[src/rtl/cam_arb_pkg.sv]
// Shared types and constants for the camera register arbiter.
package cam_arb_pkg;

    typedef enum logic [1:0] {
        IDLE,
        ISSUE,
        WAIT,
        ACK
    } state_t;

    typedef enum logic {
        REQ_S1 = 1'b0,
        REQ_S2 = 1'b1
    } req_id_t;

    localparam int DEF_ADDR_W       = 2;
    localparam int DEF_DATA_W       = 32;
    localparam int MAX_READ_LATENCY = 7;
    localparam int CNT_W            = $clog2(MAX_READ_LATENCY + 1);

endpackage

[src/rtl/camera_reg_arbiter_if.sv]
// Bus bundle for the arbiter: two Avalon-MM requester ports and the camera port.
// The slave modport is the arbiter's view; master is the requesters/camera side.
interface camera_reg_arbiter_if
    import cam_arb_pkg::*;
#(
    parameter int ADDR_W = DEF_ADDR_W,
    parameter int DATA_W = DEF_DATA_W
);
    logic [ADDR_W-1:0] avs_s1_address;
    logic              avs_s1_read;
    logic              avs_s1_write;
    logic [DATA_W-1:0] avs_s1_writedata;
    logic [DATA_W-1:0] avs_s1_readdata;
    logic              avs_s1_waitrequest;

    logic [ADDR_W-1:0] avs_s2_address;
    logic              avs_s2_read;
    logic              avs_s2_write;
    logic [DATA_W-1:0] avs_s2_writedata;
    logic [DATA_W-1:0] avs_s2_readdata;
    logic              avs_s2_waitrequest;

    logic [ADDR_W-1:0] avm_m1_address;
    logic              avm_m1_read;
    logic              avm_m1_write;
    logic [DATA_W-1:0] avm_m1_writedata;
    logic [DATA_W-1:0] avm_m1_readdata;

    modport slave (
        input  avs_s1_address, avs_s1_read, avs_s1_write, avs_s1_writedata,
        output avs_s1_readdata, avs_s1_waitrequest,
        input  avs_s2_address, avs_s2_read, avs_s2_write, avs_s2_writedata,
        output avs_s2_readdata, avs_s2_waitrequest,
        output avm_m1_address, avm_m1_read, avm_m1_write, avm_m1_writedata,
        input  avm_m1_readdata
    );

    modport master (
        output avs_s1_address, avs_s1_read, avs_s1_write, avs_s1_writedata,
        input  avs_s1_readdata, avs_s1_waitrequest,
        output avs_s2_address, avs_s2_read, avs_s2_write, avs_s2_writedata,
        input  avs_s2_readdata, avs_s2_waitrequest,
        input  avm_m1_address, avm_m1_read, avm_m1_write, avm_m1_writedata,
        output avm_m1_readdata
    );

endinterface

[src/rtl/cam_arb_rr.sv]
// Combinational 2-way grant picker: round-robin by default, fixed s1 priority
// when CAM_ARB_S1_PRIORITY_EN is defined.
module cam_arb_rr
    import cam_arb_pkg::*;
(
    input  logic [1:0] req,
    input  req_id_t    last,
    output req_id_t    winner
);

`ifdef CAM_ARB_S1_PRIORITY_EN
    logic unused_last;
    assign unused_last = last;

    always_comb begin
        winner = REQ_S1;
        if (!req[0] && req[1]) winner = REQ_S2;
    end
`else
    // NOTE: default assigned first so every path drives winner (no latch).
    always_comb begin
        winner = REQ_S1;
        if (req == 2'b10) begin
            winner = REQ_S2;
        end else if (req == 2'b11 && last == REQ_S1) begin
            winner = REQ_S2;
        end
    end
`endif

endmodule

[src/rtl/camera_reg_arbiter.sv]
// Serialises two Avalon-MM requesters onto the single camera register port.
// Optional fixed s1 priority via CAM_ARB_S1_PRIORITY_EN (default: round-robin).
module camera_reg_arbiter
    import cam_arb_pkg::*;
#(
    parameter int ADDR_W       = DEF_ADDR_W,
    parameter int DATA_W       = DEF_DATA_W,
    parameter int READ_LATENCY = 1
) (
    input logic                 avs_s1_clk,
    input logic                 avs_s1_reset,
    camera_reg_arbiter_if.slave bus
);

    localparam logic [CNT_W-1:0] RL_LOAD = CNT_W'(READ_LATENCY - 1);

    state_t            state_q, state_d;
    req_id_t           last_q, id_q, win;
    logic              op_wr_q;
    logic [ADDR_W-1:0] addr_q;
    logic [DATA_W-1:0] wdata_q;
    logic [CNT_W-1:0]  cnt_q;
    logic              rd_q, wr_q;
    logic              wait_s1_q, wait_s2_q;
    logic [DATA_W-1:0] rdata_s1_q, rdata_s2_q;

    logic [1:0] req;
    logic       win_wr;

    assign req[0] = bus.avs_s1_read | bus.avs_s1_write;
    assign req[1] = bus.avs_s2_read | bus.avs_s2_write;
    // Write takes precedence when a requester asserts both strobes.
    assign win_wr = (win == REQ_S1) ? bus.avs_s1_write : bus.avs_s2_write;

    cam_arb_rr u_rr (
        .req    (req),
        .last   (last_q),
        .winner (win)
    );

    always_comb begin
        state_d = state_q;
        case (state_q)
            IDLE:    if (|req) state_d = ISSUE;
            ISSUE:   state_d = op_wr_q ? ACK : WAIT;
            WAIT:    if (cnt_q == '0) state_d = ACK;
            ACK:     state_d = IDLE;
            default: state_d = IDLE;
        endcase
    end

    // NOTE: sequential state uses non-blocking assignments only.
    always_ff @(posedge avs_s1_clk or posedge avs_s1_reset) begin
        if (avs_s1_reset) begin
            state_q <= IDLE;
        end else begin
            state_q <= state_d;
        end
    end

    always_ff @(posedge avs_s1_clk or posedge avs_s1_reset) begin
        if (avs_s1_reset) begin
            last_q     <= REQ_S2;
            id_q       <= REQ_S1;
            op_wr_q    <= 1'b0;
            addr_q     <= '0;
            wdata_q    <= '0;
            cnt_q      <= '0;
            rd_q       <= 1'b0;
            wr_q       <= 1'b0;
            wait_s1_q  <= 1'b1;
            wait_s2_q  <= 1'b1;
            rdata_s1_q <= '0;
            rdata_s2_q <= '0;
        end else begin
            rd_q      <= 1'b0;
            wr_q      <= 1'b0;
            wait_s1_q <= 1'b1;
            wait_s2_q <= 1'b1;

            case (state_q)
                IDLE: begin
                    if (|req) begin
                        id_q    <= win;
                        op_wr_q <= win_wr;
                        addr_q  <= (win == REQ_S1) ? bus.avs_s1_address   : bus.avs_s2_address;
                        wdata_q <= (win == REQ_S1) ? bus.avs_s1_writedata : bus.avs_s2_writedata;
                        wr_q    <= win_wr;
                        rd_q    <= !win_wr;
                    end
                end
                ISSUE: cnt_q <= RL_LOAD;
                WAIT: begin
                    if (cnt_q == '0) begin
                        if (id_q == REQ_S1) rdata_s1_q <= bus.avm_m1_readdata;
                        else                rdata_s2_q <= bus.avm_m1_readdata;
                    end else begin
                        cnt_q <= cnt_q - CNT_W'(1);
                    end
                end
                ACK:     last_q <= id_q;
                default: ;
            endcase

            // Registered ack: waitrequest drops for the single cycle spent in ACK.
            if (state_d == ACK) begin
                if (id_q == REQ_S1) wait_s1_q <= 1'b0;
                else                wait_s2_q <= 1'b0;
            end
        end
    end

    assign bus.avm_m1_address     = addr_q;
    assign bus.avm_m1_writedata   = wdata_q;
    assign bus.avm_m1_read        = rd_q;
    assign bus.avm_m1_write       = wr_q;
    assign bus.avs_s1_waitrequest = wait_s1_q;
    assign bus.avs_s2_waitrequest = wait_s2_q;
    assign bus.avs_s1_readdata    = rdata_s1_q;
    assign bus.avs_s2_readdata    = rdata_s2_q;

endmodule
[src/flat_wrapper.sv]
// flat-port wrapper written by rule: the top's interface ports become plain ports
module camera_reg_arbiter_flat import cam_arb_pkg::*;
#(
    parameter int ADDR_W       = DEF_ADDR_W,
    parameter int DATA_W       = DEF_DATA_W,
    parameter int READ_LATENCY = 1
)
  (avs_s1_clk, avs_s1_reset, bus_avs_s1_address, bus_avs_s1_read, bus_avs_s1_write, bus_avs_s1_writedata, bus_avs_s1_readdata, bus_avs_s1_waitrequest, bus_avs_s2_address, bus_avs_s2_read, bus_avs_s2_write, bus_avs_s2_writedata, bus_avs_s2_readdata, bus_avs_s2_waitrequest, bus_avm_m1_address, bus_avm_m1_read, bus_avm_m1_write, bus_avm_m1_writedata, bus_avm_m1_readdata);
  camera_reg_arbiter_if #(.ADDR_W(ADDR_W), .DATA_W(DATA_W)) bus_i ();
  input logic avs_s1_clk;
  input logic avs_s1_reset;
  input wire logic [$bits(bus_i.avs_s1_address)-1:0] bus_avs_s1_address;
  input wire logic [$bits(bus_i.avs_s1_read)-1:0] bus_avs_s1_read;
  input wire logic [$bits(bus_i.avs_s1_write)-1:0] bus_avs_s1_write;
  input wire logic [$bits(bus_i.avs_s1_writedata)-1:0] bus_avs_s1_writedata;
  output wire logic [$bits(bus_i.avs_s1_readdata)-1:0] bus_avs_s1_readdata;
  output wire logic [$bits(bus_i.avs_s1_waitrequest)-1:0] bus_avs_s1_waitrequest;
  input wire logic [$bits(bus_i.avs_s2_address)-1:0] bus_avs_s2_address;
  input wire logic [$bits(bus_i.avs_s2_read)-1:0] bus_avs_s2_read;
  input wire logic [$bits(bus_i.avs_s2_write)-1:0] bus_avs_s2_write;
  input wire logic [$bits(bus_i.avs_s2_writedata)-1:0] bus_avs_s2_writedata;
  output wire logic [$bits(bus_i.avs_s2_readdata)-1:0] bus_avs_s2_readdata;
  output wire logic [$bits(bus_i.avs_s2_waitrequest)-1:0] bus_avs_s2_waitrequest;
  output wire logic [$bits(bus_i.avm_m1_address)-1:0] bus_avm_m1_address;
  output wire logic [$bits(bus_i.avm_m1_read)-1:0] bus_avm_m1_read;
  output wire logic [$bits(bus_i.avm_m1_write)-1:0] bus_avm_m1_write;
  output wire logic [$bits(bus_i.avm_m1_writedata)-1:0] bus_avm_m1_writedata;
  input wire logic [$bits(bus_i.avm_m1_readdata)-1:0] bus_avm_m1_readdata;
  assign bus_i.avs_s1_address = bus_avs_s1_address;
  assign bus_i.avs_s1_read = bus_avs_s1_read;
  assign bus_i.avs_s1_write = bus_avs_s1_write;
  assign bus_i.avs_s1_writedata = bus_avs_s1_writedata;
  assign bus_avs_s1_readdata = bus_i.avs_s1_readdata;
  assign bus_avs_s1_waitrequest = bus_i.avs_s1_waitrequest;
  assign bus_i.avs_s2_address = bus_avs_s2_address;
  assign bus_i.avs_s2_read = bus_avs_s2_read;
  assign bus_i.avs_s2_write = bus_avs_s2_write;
  assign bus_i.avs_s2_writedata = bus_avs_s2_writedata;
  assign bus_avs_s2_readdata = bus_i.avs_s2_readdata;
  assign bus_avs_s2_waitrequest = bus_i.avs_s2_waitrequest;
  assign bus_avm_m1_address = bus_i.avm_m1_address;
  assign bus_avm_m1_read = bus_i.avm_m1_read;
  assign bus_avm_m1_write = bus_i.avm_m1_write;
  assign bus_avm_m1_writedata = bus_i.avm_m1_writedata;
  assign bus_i.avm_m1_readdata = bus_avm_m1_readdata;
  camera_reg_arbiter #(.ADDR_W(ADDR_W), .DATA_W(DATA_W), .READ_LATENCY(READ_LATENCY)) u_core (.avs_s1_clk(avs_s1_clk), .avs_s1_reset(avs_s1_reset), .bus(bus_i));
endmodule
[config.mk]
export PLATFORM = sky130hd
export DESIGN_NAME = camera_reg_arbiter_flat
export DESIGN_NICKNAME = d
export VERILOG_FILES = /design/src/rtl/cam_arb_pkg.sv /design/src/rtl/camera_reg_arbiter_if.sv /design/src/rtl/cam_arb_rr.sv /design/src/rtl/camera_reg_arbiter.sv /design/src/flat_wrapper.sv
export SDC_FILE = /design/constraint.sdc
export NUM_CORES = 1
export LEC_CHECK = 0
export CORE_MARGIN = 3
export CORE_UTILIZATION = 43
export CTS_BUF_LIST = sky130_fd_sc_hd__clkbuf_4
export DETAILED_ROUTE_END_ITERATION = 10
export GPL_TIMING_DRIVEN = 0
export HOLD_SLACK_MARGIN = 0.06
export PLACE_DENSITY = 0.82
export SYNTH_ARGS = -nofsm -noshare
export SYNTH_HDL_FRONTEND = slang
export SYNTH_SLANG_ARGS = --single-unit
[constraint.sdc]
create_clock -name avs_s1_clk -period 4.5 [get_ports avs_s1_clk]
set_input_delay 0.9 -clock avs_s1_clk [delete_from_list [all_inputs] [get_ports avs_s1_clk]]
set_output_delay 0.9 -clock avs_s1_clk [all_outputs]
set_load 0.1 [all_outputs]
---- After elaboration in Yosys (flattened, before gate mapping) ----
Index checks and enable logic that the tools add are counted.
storage, ports and cells
  input port bits ......................... 106
  word-level logic and storage cells ...... 54
  output and inout bits ................... 102
  register bits ........................... 110
cells by class
  bitwise logic cells ..................... 4
  multiplexer cells ....................... 19
  reductions and logical operators ........ 10
  add/subtract/negate cells ............... 1
  eq/ne operators ......................... 7
operators with widths
  cell                                              count
  2-to-1 mux 32 bit                                 1
  2-to-1 mux 1 bit                                  12
  == test 2 bit, second input constant              5
  one-hot mux 2 bit (4 select lines)                1
  2-to-1 mux 2 bit                                  3
  one-hot mux 3 bit (2 select lines)                1
  AND reduction 3 bit                               2
  AND reduction 2 bit                               2
  zero test 3 bit                                   1
  2-to-1 mux 3 bit                                  1
  subtractor 3 x 1 -> 3 bit, second input constant  1
  == test 2 x 1 -> 1 bit, second input constant     1
  zero test 2 bit                                   1
  != test 2 bit, second input constant              1
  inverter 1 bit                                    2
  OR 1 bit                                          2
  nonzero test 2 bit                                1
  OR reduction 2 bit                                1
  logical AND 1 bit                                 1
  zero test 1 bit                                   1

---- Depth between registers and ports, before layout ----
  depth after elaboration ................. 9
  mapped depth ............................ 7

---- Modules after synthesis ----
From an unflattened synthesis, not the netlist that was laid out.
second synthesis, totals
  cells, all modules ...................... 335
  area total of the unflattened synthesis .. 4,548.1 µm²
modules (own cells, without submodules)
  module              instances  cells an instance  area each (µm²)  seq. area each (µm²)
  camera_reg_arbiter  1          334                4,536.9          2,756.4
  cam_arb_rr          1          1                  11.3             0.0

---- Least setup slack after synthesis ----
OpenSTA, ideal clock, no wires.
  path type ............................... input-to-reg
  from .................................... in bus_avs_s1_write
  to ...................................... reg u_core.addr_q[1] (netlist: u_core.bus.avm_m1_address[1])
  data arrival time ....................... 1.769 ns
  library setup time ...................... 0.126 ns
  path buffers ............................ 2
  setup slack ............................. 2.605 ns
  stages on the path ...................... 5
  cell sequence ........................... o41a_1 buf_2 clkbuf_1 nor2_1 a21oi_1
between the ends
  cells in the longest elaborated chain, start to end .. 6
RTL lines
  element                 line                      source
  start: declaration      flat_wrapper.sv:14        input wire logic [$bits(bus_i.avs_s1_write)-1:0] bus_avs_s1_write;
  OR 1 bit *              camera_reg_arbiter.sv:30  assign req[0] = bus.avs_s1_read | bus.avs_s1_write;
  == test 2 bit           cam_arb_rr.sv:25          end else if (req == 2'b11 && last == REQ_S1) begin
  logical AND 1 bit       cam_arb_rr.sv:25
  2-to-1 mux 1 bit        cam_arb_rr.sv:25
  2-to-1 mux 1 bit        cam_arb_rr.sv:23          if (req == 2'b10) begin
  2-to-1 mux 2 bit        camera_reg_arbiter.sv:86  addr_q <= (win == REQ_S1) ? bus.avs_s1_address : bus.avs_s2_address;
  end signal: assignment  camera_reg_arbiter.sv:86
  end: declaration        camera_reg_arbiter.sv:20  logic [ADDR_W-1:0] addr_q;
Mark *: on every way between the ends. The rest lies on a longest branch, timed or not.
A chain may end at the register's enable or synchronous reset.

---- Worst setup path after layout ----
  from .................................... reg u_core.wait_s2_q (netlist: u_core.bus.avs_s2_waitrequest)
  to ...................................... out bus_avs_s2_waitrequest
RTL lines
  element                   line                       source
  start: declaration        camera_reg_arbiter.sv:24   logic wait_s1_q, wait_s2_q;
  start signal: assignment  camera_reg_arbiter.sv:72   wait_s2_q <= 1'b1;
  start signal: assignment  camera_reg_arbiter.sv:79   wait_s2_q <= 1'b1;
  start signal: assignment  camera_reg_arbiter.sv:108  else wait_s2_q <= 1'b0;
  end: declaration          flat_wrapper.sv:23         output wire logic [$bits(bus_i.avs_s2_waitrequest)-1:0] bus_avs_s2_waitrequest;
No word-level cell between the ends.

==> results_dict.tcl <==
set metrics [dict create \
    status "complete, no violations" \
    grt_pass1_vias 4091 \
    dieArea_sq_um 12000 \
    fin_skew_ns 0.0106 \
    path_max_fanout 1 \
    coreArea_sq_um 10400 \
    syn_nets 497 \
    antenna_found_initial 0 \
    synth_area_leaders "dfrtp_1, mux2_2, a31oi_1" \
    worstHoldStart "u_core.cnt_q[0]$_DFFE_PP0P_" \
    dp_cells 729 \
    start_util 0.444 \
    dp_hpwl_um 10200 \
    worst_pin_slew_ns 1.03 \
    hold_viol 0 \
    die_y_um 110 \
    detail_route.wl_per_cell_um 17.6 \
    portBuffers 207 \
    reg2reg_from "u_core.state_q[0]$_DFF_PP0_" \
    cts_made_buffers 9 \
    synth-edff-count 0 \
    grt_use_total 0.214 \
    ant_nets 0 \
    fin_util 0.674 \
    htree_levels 3 \
    grt_max_degree 59 \
    min_period_ns 3.04 \
    clkTransAtPathRegs_ns 0.16 \
    grt-ovfl-total 0 \
    crit_path_start "u_core.bus.avs_s2_waitrequest$_DFF_PP1_" \
    cts-root-buf "clkbuf_4" \
    n_antenna_cell 0 \
    postSynthCellCount 385 \
    grt_setup_unrepaired "no" \
    slew-limit-headroom 0.312 \
    ys_types 35 \
    ys_dominant_reg_cell "dfrtp_1" \
    cts_tree "done" \
    slowest_delay_ns 1.15 \
    hold_buffers 0 \
    synth-seq-area-share 0.596 \
    gp_congestion 0.838 \
    die_w_um 110 \
    ctsLongestPathBuffers 2 \
    path_class "flip-flop to primary output" \
    hold_path.class "flip-flop to flip-flop" \
    finalSetupTns_ns 0 \
    placementRows 37 \
    critPathLaunchType "flip-flop" \
    ys_ff_latch 110 \
    layout.nets 716 \
    via_per_inst 5.30 \
    worst_skew_pair.late_latency_ns 0.45 \
    cap_viol_max_count 0 \
    fillers 756 \
    cts_resized 0 \
    cp_data_arrival_time_ns 2.14 \
    drt_iter0_drc 211 \
    crit_required_ns 3.60 \
    fin_crit_sh 0.675 \
    first_pass_iters 6 \
    slew_violations 0 \
    whs_ns 0.504 \
    path_buf_inv 1 \
    yosysTopAreaCell "dfrtp_1" \
    synth_top_area_frac 0.579 \
    num_io_pins 208 \
    drive_above_1_share 0.163 \
    avgSynthCellArea_sq_um 12.0 \
    ys_warn_count 0 \
    crit_family "buffers and inverters" \
    async_flop_share 1.00 \
    setup_viol 0 \
    post-cts-setup-buffers 0 \
    post-route-drc-count 0 \
    fmax_mhz 329 \
    critPathCaptureType "primary output" \
    num_vias 3951 \
    path_cells "clkdlybuf4s50_1" \
    wl_um 13100 \
    clock-sinks 110 \
    cp_slowest_cell "clkdlybuf4s50_1" \
    finalNonFillerCells 745 \
    area_growth_pct 51.8 \
    netlist_area_sq_um 4630 \
    grt_pass1_wl_um 20000 \
]
-- Yosys cell counts, types with 3 or more instances --
| master | n |
|---|---|
| dfrtp_1 | 107 |
| mux2_2 | 59 |
| o21ai_0 | 38 |
| a31oi_1 | 37 |
| nor2_1 | 37 |
| a21oi_1 | 35 |
| buf_2 | 15 |
| clkbuf_1 | 10 |
| inv_1 | 7 |
| ha_1 | 6 |
| mux2_1 | 6 |
| dfstp_2 | 3 |
| nand2_1 | 3 |
-- per-stage QoR --
step,cell area [sq um],setup slack [ns]
2_1_floorplan,4630,0.703
3_3_place_gp,6870,-0.787
3_5_place_dp,6900,1.87
4_1_cts,7020,1.43
5_1_grt,7020,1.39
6_report,7020,1.46
-- final timing paths --
check | slack, ns | to | depth (start not counted)
min | 0.50 | u_core.cnt_q[0]$_DFFE_PP0P_ | 1
min in group asynchronous | 0.89 | u_core.bus.avm_m1_writedata[13]$_DFFE_PP0P_ | 2
min reg2reg | 0.50 | u_core.cnt_q[0]$_DFFE_PP0P_ | 1
max in group asynchronous | 2.85 | u_core.last_q$_DFFE_PP1N_ | 3
max reg2reg | 2.48 | u_core.bus.avs_s1_readdata[23]$_DFFE_PP0P_ | 6
max | 1.46 | bus_avs_s2_waitrequest | 1
-- kinds of logic (layout without fill, tap and decap cells) --
family          Yosys count  after routing  synth area share
mux                      65             65             0.158
buf+inv                  34            258            0.0341
flops                   110            110             0.596
compound gates          120            120             0.148
fa+ha+maj                 6              6            0.0162
simple gates             50             50            0.0479
-- per-layer routing --
metal | track usage | routed length [um] | share of wire
met1 | 0.251 | 5220 | 0.40
met2 | 0.366 | 6320 | 0.48
met3 | 0.0687 | 1330 | 0.10
met4 | 0.0828 | 266 | 0.020
met5 | 0 | 0 | 0
-- placed cells by master, fill, tap and decap left out, types with 2 or more instances in the layout --
master / count
clkbuf_1: 10
mux2_2: 59
clkbuf_4: 9
nor2_1: 37
dfrtp_1: 107
inv_1: 6
inv_6: 2
buf_2: 15
mux2_1: 6
dfstp_2: 3
clkinvlp_4: 2
o21ai_0: 38
ha_1: 6
clkdlybuf4s50_1: 207
nand2_1: 3
a21oi_1: 35
a31oi_1: 37
-- final cells by class --
cell class | instances | area, sq um | area share
clock inverters | 7 | 56.3 | 0.00802
repair buffers | 208 | 2100 | 0.299
well taps | 136 | 170 | 0.0242
multi-input cells | 241 | 1710 | 0.244
inverters | 7 | 28.8 | 0.00410
flip-flops and latches | 110 | 2760 | 0.392
plain buffers | 27 | 131 | 0.0187
clock buffers | 9 | 67.6 | 0.00962
-- sequential cells by signal (all words and copies together), names as in the netlist, 2 cells and up --
| signal | flops |
|---|---|
| u_core.bus.avm_m1_address | 2 |
| u_core.bus.avm_m1_writedata | 32 |
| u_core.bus.avs_s1_readdata | 32 |
| u_core.bus.avs_s2_readdata | 32 |
| u_core.cnt_q | 3 |
| u_core.state_q | 2 |
Power is left out: the tool's default activity adds up to more than one toggle a clock period on the data nets, which glitch-free logic cannot reach.
